File: config.mk
export PLATFORM = sky130hd
export DESIGN_NAME = uart_echo_engine
export DESIGN_NICKNAME = d
export VERILOG_FILES = /design/src/rtl/uart_echo_engine.sv
export SDC_FILE = /design/constraint.sdc
export NUM_CORES = 1
export LEC_CHECK = 0
export CORE_MARGIN = 3
export CORE_UTILIZATION = 50
export CTS_CLUSTER_SIZE = 30
export DETAILED_ROUTE_END_ITERATION = 12
export PLACE_DENSITY = 0.77
export SYNTH_ARGS = -nofsm -noshare
export SYNTH_HDL_FRONTEND = slang
export SYNTH_SLANG_ARGS = --single-unit
File: constraint.sdc
create_clock -name i_clk -period 4.8 [get_ports i_clk]
set_input_delay 0.96 -clock i_clk [delete_from_list [all_inputs] [get_ports i_clk]]
set_output_delay 0.96 -clock i_clk [all_outputs]
set_load 0.05 [all_outputs]
File: src/rtl/uart_echo_engine.sv
// uart_echo_engine: buffers received bytes in a FIFO and echoes each one to a
// character transmitter as raw, uppercased, hex or hex+space text. It also
// keeps overflow/drop and transmitted-character statistics.
module uart_echo_engine #(
    parameter int DEPTH = 16,
    parameter int CNT_W = 16
) (
    input  logic                     i_clk,
    input  logic                     i_reset,
    input  logic [7:0]               i_rx_byte,
    input  logic                     i_rx_valid,
    input  logic [1:0]               i_mode,
    input  logic                     i_tx_active,
    input  logic                     i_tx_done,
    output logic [7:0]               o_tx_byte,
    output logic                     o_tx_dv,
    output logic [7:0]               o_last_byte,
    output logic [$clog2(DEPTH):0]   o_fifo_count,
    output logic                     o_fifo_full,
    output logic                     o_overflow,
    output logic [CNT_W-1:0]         o_drop_count,
    output logic [CNT_W-1:0]         o_tx_count
);

    localparam int AW = $clog2(DEPTH);
    localparam logic [AW:0] FULL_CNT = (AW+1)'(DEPTH);

    typedef enum logic [1:0] {
        S_IDLE,
        S_SEND,
        S_WAIT
    } state_t;

    // ASCII uppercase hex digit for one nibble
    function automatic logic [7:0] hex_char(input logic [3:0] n);
        if (n < 4'd10) begin
            hex_char = 8'h30 + {4'h0, n};
        end else begin
            hex_char = 8'h37 + {4'h0, n};
        end
    endfunction

    // Character number idx of byte b rendered in mode m
    function automatic logic [7:0] char_of(input logic [7:0] b,
                                           input logic [1:0] m,
                                           input logic [1:0] idx);
        case (m)
            2'd0: char_of = b;
            2'd1: char_of = (b >= 8'h61 && b <= 8'h7A) ? (b - 8'h20) : b;
            default: begin
                case (idx)
                    2'd0:    char_of = hex_char(b[7:4]);
                    2'd1:    char_of = hex_char(b[3:0]);
                    default: char_of = 8'h20;
                endcase
            end
        endcase
    endfunction

    // Index of the final character a byte produces in mode m
    function automatic logic [1:0] last_idx(input logic [1:0] m);
        case (m)
            2'd2:    last_idx = 2'd1;
            2'd3:    last_idx = 2'd2;
            default: last_idx = 2'd0;
        endcase
    endfunction

    state_t           state_q, state_d;
    logic [7:0]       mem_q [DEPTH];
    logic [AW-1:0]    wr_ptr_q;
    logic [AW-1:0]    rd_ptr_q;
    logic [AW:0]      count_q;
    logic [7:0]       byte_q, byte_d;
    logic [1:0]       mode_q, mode_d;
    logic [1:0]       idx_q, idx_d;
    logic [7:0]       tx_byte_q, tx_byte_d;
    logic [7:0]       last_byte_q;
    logic             overflow_q;
    logic [CNT_W-1:0] drop_cnt_q;
    logic [CNT_W-1:0] tx_cnt_q;

    logic             pop;
    logic             push;
    logic             drop;
    logic             tx_dv;
    logic             tx_inc;

    // A full FIFO still accepts a byte when the head leaves on the same edge
    assign push = i_rx_valid && ((count_q != FULL_CNT) || pop);
    assign drop = i_rx_valid && !push;

    // Echo sequencer: pop a byte, then hand its characters out one at a time
    always_comb begin
        state_d   = state_q;
        byte_d    = byte_q;
        mode_d    = mode_q;
        idx_d     = idx_q;
        tx_byte_d = tx_byte_q;
        pop       = 1'b0;
        tx_dv     = 1'b0;
        tx_inc    = 1'b0;
        case (state_q)
            S_IDLE: begin
                if ((count_q != '0) && !i_tx_active) begin
                    pop       = 1'b1;
                    byte_d    = mem_q[rd_ptr_q];
                    mode_d    = i_mode;
                    idx_d     = 2'd0;
                    tx_byte_d = char_of(mem_q[rd_ptr_q], i_mode, 2'd0);
                    state_d   = S_SEND;
                end
            end
            S_SEND: begin
                tx_dv   = 1'b1;
                state_d = S_WAIT;
            end
            S_WAIT: begin
                if (i_tx_done) begin
                    tx_inc = 1'b1;
                    if (idx_q != last_idx(mode_q)) begin
                        idx_d     = idx_q + 2'd1;
                        tx_byte_d = char_of(byte_q, mode_q, idx_q + 2'd1);
                        state_d   = S_SEND;
                    end else begin
                        state_d = S_IDLE;
                    end
                end
            end
            default: state_d = S_IDLE;
        endcase
    end

    // Sequencer state and the latched byte/mode/character being sent
    always_ff @(posedge i_clk or posedge i_reset) begin
        if (i_reset) begin
            state_q   <= S_IDLE;
            byte_q    <= '0;
            mode_q    <= '0;
            idx_q     <= '0;
            tx_byte_q <= '0;
        end else begin
            state_q   <= state_d;
            byte_q    <= byte_d;
            mode_q    <= mode_d;
            idx_q     <= idx_d;
            tx_byte_q <= tx_byte_d;
        end
    end

    // FIFO storage; contents need no reset since the count gates every read
    always_ff @(posedge i_clk) begin
        if (push) begin
            mem_q[wr_ptr_q] <= i_rx_byte;
        end
    end

    // FIFO pointers and occupancy; pointers wrap naturally at DEPTH
    always_ff @(posedge i_clk or posedge i_reset) begin
        if (i_reset) begin
            wr_ptr_q <= '0;
            rd_ptr_q <= '0;
            count_q  <= '0;
        end else begin
            if (push) begin
                wr_ptr_q <= wr_ptr_q + 1'b1;
            end
            if (pop) begin
                rd_ptr_q <= rd_ptr_q + 1'b1;
            end
            case ({push, pop})
                2'b10:   count_q <= count_q + 1'b1;
                2'b01:   count_q <= count_q - 1'b1;
                default: count_q <= count_q;
            endcase
        end
    end

    // Receive-side statistics: last byte seen, sticky overflow, drop count
    always_ff @(posedge i_clk or posedge i_reset) begin
        if (i_reset) begin
            last_byte_q <= '0;
            overflow_q  <= 1'b0;
            drop_cnt_q  <= '0;
        end else begin
            if (i_rx_valid) begin
                last_byte_q <= i_rx_byte;
            end
            if (drop) begin
                overflow_q <= 1'b1;
                if (drop_cnt_q != '1) begin
                    drop_cnt_q <= drop_cnt_q + 1'b1;
                end
            end
        end
    end

    // Completed-character counter, wrapping
    always_ff @(posedge i_clk or posedge i_reset) begin
        if (i_reset) begin
            tx_cnt_q <= '0;
        end else if (tx_inc) begin
            tx_cnt_q <= tx_cnt_q + 1'b1;
        end
    end

    assign o_tx_byte    = tx_byte_q;
    assign o_tx_dv      = tx_dv;
    assign o_last_byte  = last_byte_q;
    assign o_fifo_count = count_q;
    assign o_fifo_full  = (count_q == FULL_CNT);
    assign o_overflow   = overflow_q;
    assign o_drop_count = drop_cnt_q;
    assign o_tx_count   = tx_cnt_q;

endmodule

==> summary by stage, run 1 <==
Clock network
The CTS root buffer is sky130_fd_sc_hd__clkbuf_16. The clock sink count is 204. Gates resized during post-CTS repair numbered 0. The clock passes through at most 3 buffers. The number of setup buffers added after CTS is 0. The CTS clock-pin slew for the worst setup and hold paths is approximately 0.06 ns. The number of levels the H-tree was split into is 1. At the later pin of the worst-skew pair, clock insertion delay measures around 0.5 ns. The TritonCTS clock tree is built. The TritonCTS buffer count is 22. The hold-fix buffer count after cts is 0.

Route
Using the TritonRoute via totals, the vias-per-cell ratio works out to between 5 and 6. The final route contains roughly 5700 vias. The routed wire length is 20.1 mm.

The iteration count of the initial detailed-routing pass is 7. In this run, the number of DRC markers left after iteration 0 of detailed routing was 499. After detailed routing, the average wire length per cell comes to 20.9 µm. In the routed design, unresolved DRC markers number 0.

The count of antenna-violating nets left after detailed routing is 0.

Place
The number of I/O port buffers is 70. Summing all placed instances gives a cell area of between 0.01 and 0.015 mm². The detailed placer's ending HPWL is between 10 and 15 mm.

The weighted congestion reported at the end of routability-driven placement is 0.867. The number of placed instances, taps included, is 923. The pre-CTS worst setup slack is 0.979 ns.

Synth
The combined area of all synthesized cells is 0.00914 mm². For this run, the leading register cell type out of synthesis is sky130_fd_sc_hd__edfxtp_1. The async set or reset register ratio after synthesis is 37.3%. The post-synth net total is 683. The total of flip-flops plus latches after synthesis is 204. The average cell area after synthesis is about 14 µm². For this run, the number of Yosys warnings is 0. The sequential share of the synthesized area is a little over three fifths.

The synthesized netlist contains between 50 and 60 unique library cells. Yosys mapped a number of flops with a built-in enable equal to between 100 and 150. The number of instances in the synthesized netlist is 640.

Timing
Measured against its own limit, the worst slew margin works out to 37.2%. For the final routed database, the setup TNS stands at 0 ns. The achievable frequency is 0.281 GHz. The count of final hold-check violations is 0. The number of failing setup endpoints in the final timing report is 0.

The routed design could run at a clock period as short as 3.56 ns. The number of pins exceeding their max-slew limit in the final report is 0. The final period utilization is 74.2%. Setup repair after global routing left no endpoint under its margin. At the pin with the least slew margin, the transition time is 0.943 ns. In the post-route analysis, the smallest setup slack over all paths is 1.24 ns. Across the routed clock network, the largest skew measured is between 0.01 and 0.015 ns.

Floorplan
The starting density of the core is 51.9%. The floorplan die area is 0.0199 mm². The die is 141 µm tall.

The floorplan has 48 rows. The die width is 141 µm. The I/O pin total is around 70.

The floorplan core area is roughly 0.018 mm².

Finish
The final non-filler cell area is roughly 0.011 mm². In the final design database the tool counted between 700 and 800 nets. From synthesis to final layout, the design area changed by 17.7%. 0 antenna diodes ended up in the layout. For this run, the share of the core covered by cells in the final layout is 61.1%. The share of cells above drive strength 1 is between 10% and 20%.

The final non-filler cell total is between 900 and 1000.

GRT
The via count of the first global-routing pass was 5790. The initial antenna violation count was 0. The global route total overflow is 0.

The wire length of the first global-routing pass is 32.1 mm. The overall fraction of global-route tracks in use is 20.4%. Entering global routing, the biggest net connects 43 pins.

Min path
The startpoint of the most critical hold path is o_overflow. The path with the worst hold slack has its endpoint at o_overflow. The number of cells on the worst hold path is 1. The min-delay analysis places its worst path in the category flop to flop.

Run status
The run finished with clean final reports.

Critical path
The worst setup path is of the flop to flop kind. The setup slack on the worst flop-to-flop path is around 1.2 ns. The capturing element type of the critical path is a flop. The arrival time of the worst setup path is between 3 and 4 ns. The number of cells traversed by the worst register-to-register path is 11. The worst register-to-register path begins at rd_ptr_q[1]. The worst register-to-register path ends at o_tx_byte[5]. Of all nets on the critical path, the largest fanout is 20. Data on the critical path is required at its endpoint by 5.18 ns. The startpoint type of the worst setup path is a flop.

Flow run
The tool flagged a number of max-cap violations equal to 0.

Power
IR analysis of the VDD net gives a maximum drop of 0.391 mV. The leakage power is 0.00405 µW. In this run the power density over the cells is around 620 mW/mm².
-- stage by stage --
stage,total power [µW],hold slack (ns)
after floorplan,4400,0.491
after CTS,6730,0.467
after detailed placement,5100,0.454
after global placement,5010,0.451
after global routing,7070,0.506
final,6720,0.466
-- per-layer routing --
layer	vias to the layer above	global-route usage (%)	routed length, µm
li1	2560	-	-
met1	2884	28.5	8390
met2	223	33.6	10100
met3	34	2.88	1240
met4	0	5.97	410
met5	-	0	0
-- state kept, by name, indices dropped and copies added (netlist names), 4 cells and up --
| register | cells |
|---|---|
| rd_ptr_q | 4 |
| o_fifo_count | 5 |
| wr_ptr_q | 4 |
| o_tx_byte | 8 |
| mem_q | 128 |
| o_drop_count | 16 |
| o_tx_count | 16 |
| byte_q | 8 |
| o_last_byte | 8 |
-- cell usage after synthesis (all sizes together), types with 2 or more instances --
cell type | count | share of area [%]
nand4 | 7 | 0.48
nand2b | 5 | 0.34
and2 | 11 | 0.75
edfxtp | 128 | 42
and4 | 3 | 0.29
or4 | 2 | 0.16
o21ai | 29 | 1.6
nand2 | 64 | 2.6
a31oi | 2 | 0.14
xor2 | 12 | 1.2
o22ai | 4 | 0.27
nor4 | 3 | 0.21
a21o | 5 | 0.41
buf | 10 | 1.2
inv | 26 | 1.1
mux4 | 35 | 8.7
a32oi | 2 | 0.19
dfrtp | 76 | 21
mux2i | 4 | 0.44
o211ai | 5 | 0.41
xnor2 | 31 | 3.0
and3 | 12 | 0.82
or2 | 2 | 0.14
o311ai | 2 | 0.19
nor2b | 6 | 0.41
a211oi | 5 | 0.41
a22oi | 7 | 0.58
nand3 | 18 | 0.99
ha | 27 | 3.7
o221a | 2 | 0.25
clkbuf | 14 | 0.58
or3 | 2 | 0.14
nor2 | 27 | 1.1
a21oi | 16 | 0.88
mux2 | 12 | 1.5
nor3 | 8 | 0.44
o21bai | 2 | 0.16
-- logic make-up after synthesis --
family	share of synthesized area, %
mux	10.7
compound gates	6.27
simple gates	9.28
xor+xnor	4.12
fa+ha+maj	3.92
flops	62.9
buf+inv	2.86
-- worst max-delay path by stage --
stage | from | end | slack (ns) | cells past startpoint
after floorplan | i_tx_active | o_fifo_count[4] | 1.72 | 10
after global placement | i_tx_active | o_fifo_count[4] | 1.08 | 10
after detailed placement | i_tx_active | o_fifo_count[4] | 0.98 | 10
after CTS | rd_ptr_q[1] | o_tx_byte[5] | 1.29 | 11
after global routing | rd_ptr_q[1] | o_tx_byte[5] | 1.10 | 11
final | rd_ptr_q[1] | o_tx_byte[5] | 1.24 | 11
-- report_power, final --
part	total, µW	internal (µW)	switching (µW)
sequential	2530	2160	371
clock	1620	979	641
combinational	2560	1060	1500
-- layout by cell type (no fill, tap or decap), types with 8 or more instances in the layout --
master,synthesis,layout
sky130_fd_sc_hd__buf_4,1,12
sky130_fd_sc_hd__nor2_1,27,27
sky130_fd_sc_hd__clkdlybuf4s50_1,0,70
sky130_fd_sc_hd__o21ai_0,23,23
sky130_fd_sc_hd__nand2_1,64,64
sky130_fd_sc_hd__a21oi_1,16,16
sky130_fd_sc_hd__ha_1,27,27
sky130_fd_sc_hd__nor3_1,8,8
sky130_fd_sc_hd__mux2_2,12,12
sky130_fd_sc_hd__mux4_2,32,32
sky130_fd_sc_hd__dfrtp_1,76,75
sky130_fd_sc_hd__xnor2_1,31,31
sky130_fd_sc_hd__and3_1,12,12
sky130_fd_sc_hd__nand3_1,18,18
sky130_fd_sc_hd__edfxtp_1,128,128
sky130_fd_sc_hd__clkbuf_16,0,23
sky130_fd_sc_hd__xor2_1,12,12
sky130_fd_sc_hd__and2_1,11,11
sky130_fd_sc_hd__inv_1,26,25
-- layout make-up --
cell class / count / area [µm²]
flip-flops and latches: 204 / 5750
inverters: 27 / 101
multi-input cells: 385 / 3130
clock buffers: 27 / 591
fillers: 1317 / 6840
clock inverters: 12 / 111
repair buffers: 82 / 791
well taps: 225 / 282
-- worst max-delay path, cell delays in order (launching register included) --
cell and delay, ns:
sky130_fd_sc_hd__dfrtp_1 0.95, sky130_fd_sc_hd__buf_4 0.31, sky130_fd_sc_hd__mux4_2 0.31, sky130_fd_sc_hd__mux4_2 0.56
sky130_fd_sc_hd__inv_1 0.19, sky130_fd_sc_hd__ha_1 0.20, sky130_fd_sc_hd__inv_1 0.05, sky130_fd_sc_hd__ha_1 0.19
sky130_fd_sc_hd__a21oi_1 0.12, sky130_fd_sc_hd__a21oi_1 0.10, sky130_fd_sc_hd__a21o_1 0.21, sky130_fd_sc_hd__o311ai_1 0.23
Note: power is estimated with default switching activity, not from simulation.
==> inputs of run 2 (changes only) <==
- clock period: 4.8 -> 3.4 ns (I/O delays scaled with it)
==> run 2 against run 1 <==
- clock power increased by 36%
- critical path type is now flop to output pin
- count of clock-buffer cells in the layout increased by 8
- largest cell class unchanged
- die area unchanged
- routed wire length increased by 4.2%
==> summary by stage, run 2 (synthesized netlist as in run 1, its figures left out) <==
Power
The switching power share of the total is 37.7% (+0.26 points). The portion of total power attributed to sequential cells came to 36.7% (-1.0 points). The total internal power was 5930 µW (+41%). The leakage power is 0.00410 µW (+1.3%). The power dissipated by switching net loads was 3590 µW (+43%). The power per unit of standard cell area is 879 mW/mm² (+41%). The fraction of power consumed by combinational cells was 40.2% (+2.0 points). The portion of total power attributed to the clock network was 23.1% (-1.0 points).

The peak supply drop is 0.518 mV (+33%).

Critical path
The kind of critical path is flop to output pin. The startpoint type of the worst setup path is a flop. The arrival time of the worst setup path is 2.51 ns (-1.43 ns).

The largest driver fanout on the critical path is 5 (-75%). The required time reported for the critical path endpoint is 2.72 ns (-2.46 ns). The capturing element type of the critical path is an output pin.

Route
The iteration count of the initial detailed-routing pass is 6 (-1). The total number of vias is 5744 (+0.75%). The count of antenna-violating nets left after detailed routing is 0 (unchanged). The number of design-rule violations left by the first detailed-router iteration is 561 (+12%).

The mean number of vias per cell was 5.90 (-0.49%). The final routed wire length divided by cell count was 21.5 µm (+2.9%). The routed wire length is 21.0 mm (+4.2%). The remaining routing DRC violations is 0 (unchanged).

Floorplan
The die width is 141 µm (unchanged). The floorplan core area was 0.0176 mm² (unchanged). The row count came to 48 (unchanged). The die height is 141 µm (unchanged). The floorplan die area is 0.0199 mm² (unchanged). The starting density of the core was 51.9% (unchanged). The I/O pin total is 71 (unchanged).

Finish
The share of cells above drive strength 1 is 13.5% (+1.0 points). The register name with the most flops is mem_q. The library cell used most frequently in the layout, excluding fill and tap cells, is sky130_fd_sc_hd__edfxtp_1. The number of flip-flops in the largest register came to 128 (unchanged). The top cell types in the final layout, fill and taps aside, are 128 x sky130_fd_sc_hd__edfxtp_1, 75 x sky130_fd_sc_hd__dfrtp_1, 70 x sky130_fd_sc_hd__clkdlybuf4s50_1.

The number of inserted diodes is 0 (unchanged). The area of combinational cells with multiple inputs is 0.00313 mm² (unchanged). The total number of nets in the final design was 777 (+1.6%). The synthesis-to-finish area growth is 18.6%. The final non-filler cell area is 0.0108 mm² (+0.78%). The total area of sequential cells is 0.00575 mm² (about the same).

The number of inserted filler cells in the final layout came to 1267 (-3.8%).

Timing
In the finished design, the share of the clock period the worst path needs comes to 93.9%. The number of pins exceeding their max-slew limit in the final report is 0 (unchanged). Setup repair after global routing left no endpoint under its margin. The slew at the pin closest to its max-slew limit is 0.779 ns (-0.164 ns). The aggregate negative setup slack was 0 ns (unchanged). The final critical-path required period is 3.19 ns. The achievable frequency is 0.313 GHz. The number of failing setup endpoints in the final timing report came to 0 (unchanged). The worst clock skew is 0.0138 ns (+0.00155 ns). The count of final hold-check violations is 0 (unchanged). The headroom to the max-slew limit is 47.9% (+11 points).

Place
The cell area after placement was 0.0102 mm² (+1.2%). The weighted congestion reported at the end of routability-driven placement is 0.871 (+0.43%). The detailed placer's ending HPWL came to 14.4 mm (+2.7%). The number of I/O port buffers was 70 (unchanged).

GRT
The via count of the first global-routing pass is 5955 (+2.8%). The initial antenna violation count is 0 (unchanged). The global route total overflow is 0 (unchanged). The largest net degree at the start of global routing came to 36 (-16%). The overall fraction of global-route tracks in use is 21.3% (+0.95 points). The wire length of the first global-routing pass is 33.2 mm (+3.6%).

Clock network
The number of buffers on the longest clock path is 3 (unchanged). The clock latency of the later-clocked register in the worst-skew pair was 0.49 ns (about the same). The CTS clock-pin slew for the worst setup and hold paths is 0.06 ns (about the same).

The TritonCTS clock tree is built. The CTS root buffer is sky130_fd_sc_hd__clkbuf_16. The hold-fix buffer count after cts came to 0 (unchanged). The post-CTS setup buffer count is 0 (unchanged).

The clock sink count was 204 (unchanged). The TritonCTS buffer count is 21 (-4.5%). The number of levels the H-tree was split into came to 1 (unchanged).

Flow run
The total of max-cap violations is 0 (unchanged).

Run status
The flow ran to the end, and the final reports show no timing, DRC or antenna violations.

Min path
The classification of the worst-slack hold path is flop to flop.
## run 2: cell count changes in the layout (fill, tap and decap cells not counted), sizes merged
cell	change
clkbuf	+8
bufinv	-1
clkinv	-8
buf	+13
clkinvlp	-1
inv	+1
## run 2: layout make-up
type	instances	share of cell area, %
repair buffers	95	8.43
flip-flops and latches	204	53.1
multi-input cells	385	28.9
well taps	225	2.60
inverters	27	0.935
clock inverters	3	0.393
clock buffers	35	5.70
## run 2: repair_timing
item                                    4_1_cts  5_1_grt
hold endpoints to repair                      0        0
endpoints found under the setup margin        0        1
gates resized for setup                       0        1
## run 2: power by group through the flow
stage / Combinational [µW] / Clock (µW) / Sequential [µW]
2_1_floorplan: 2460 / 0 / 3750
3_3_place_gp: 3640 / 0 / 3490
3_5_place_dp: 3790 / 0 / 3520
4_1_cts: 3830 / 2230 / 3480
5_1_grt: 4150 / 2340 / 3550
6_report: 3830 / 2200 / 3490
## run 2: routing by layer
| metal | GRT usage, % | wire length, µm | part of all wire (%) | vias up |
|---|---|---|---|---|
| li1 | - | - | - | 2574 |
| met1 | 29.9 | 8810 | 42 | 2903 |
| met2 | 34.6 | 10300 | 49 | 214 |
| met3 | 3.26 | 1200 | 5.7 | 53 |
| met4 | 6.83 | 621 | 3.0 | 0 |
| met5 | 0 | 0 | 0 | - |
## run 2: per-stage QoR
step / std cells / hold slack (ns) / power, µW / setup WS (ns) / util (%)
floorplan: 640 / 0.491 / 6210 / 0.445 / -
global placement: 936 / 0.455 / 7130 / 0.291 / 57.8
detailed placement: 936 / 0.456 / 7310 / 0.177 / 57.8
CTS: 974 / 0.475 / 9540 / 0.207 / 61.6
global route: 974 / 0.508 / 10000 / 0.0812 / 61.6
finish: 974 / 0.479 / 9520 / 0.209 / 61.6
## run 2: final timing paths
kind	start	to	slack, ns	cells after the start
worst max-delay path	o_fifo_count[0]	o_fifo_full	0.21	3
worst min-delay path	o_overflow	o_overflow	0.48	1
worst max register to register	rd_ptr_q[0]	o_tx_byte[5]	0.27	10
worst min register to register	o_overflow	o_overflow	0.48	1
max in group asynchronous	i_reset	o_drop_count[6]	2.17	3
min in group asynchronous	i_reset	o_last_byte[2]	0.56	2
## run 2: critical path, cell delays in order, from the launching register on
cell	delay (ns)
sky130_fd_sc_hd__dfrtp_1	0.46
sky130_fd_sc_hd__nor4_1	0.52
sky130_fd_sc_hd__and2_1	0.23
sky130_fd_sc_hd__clkdlybuf4s50_1	0.80
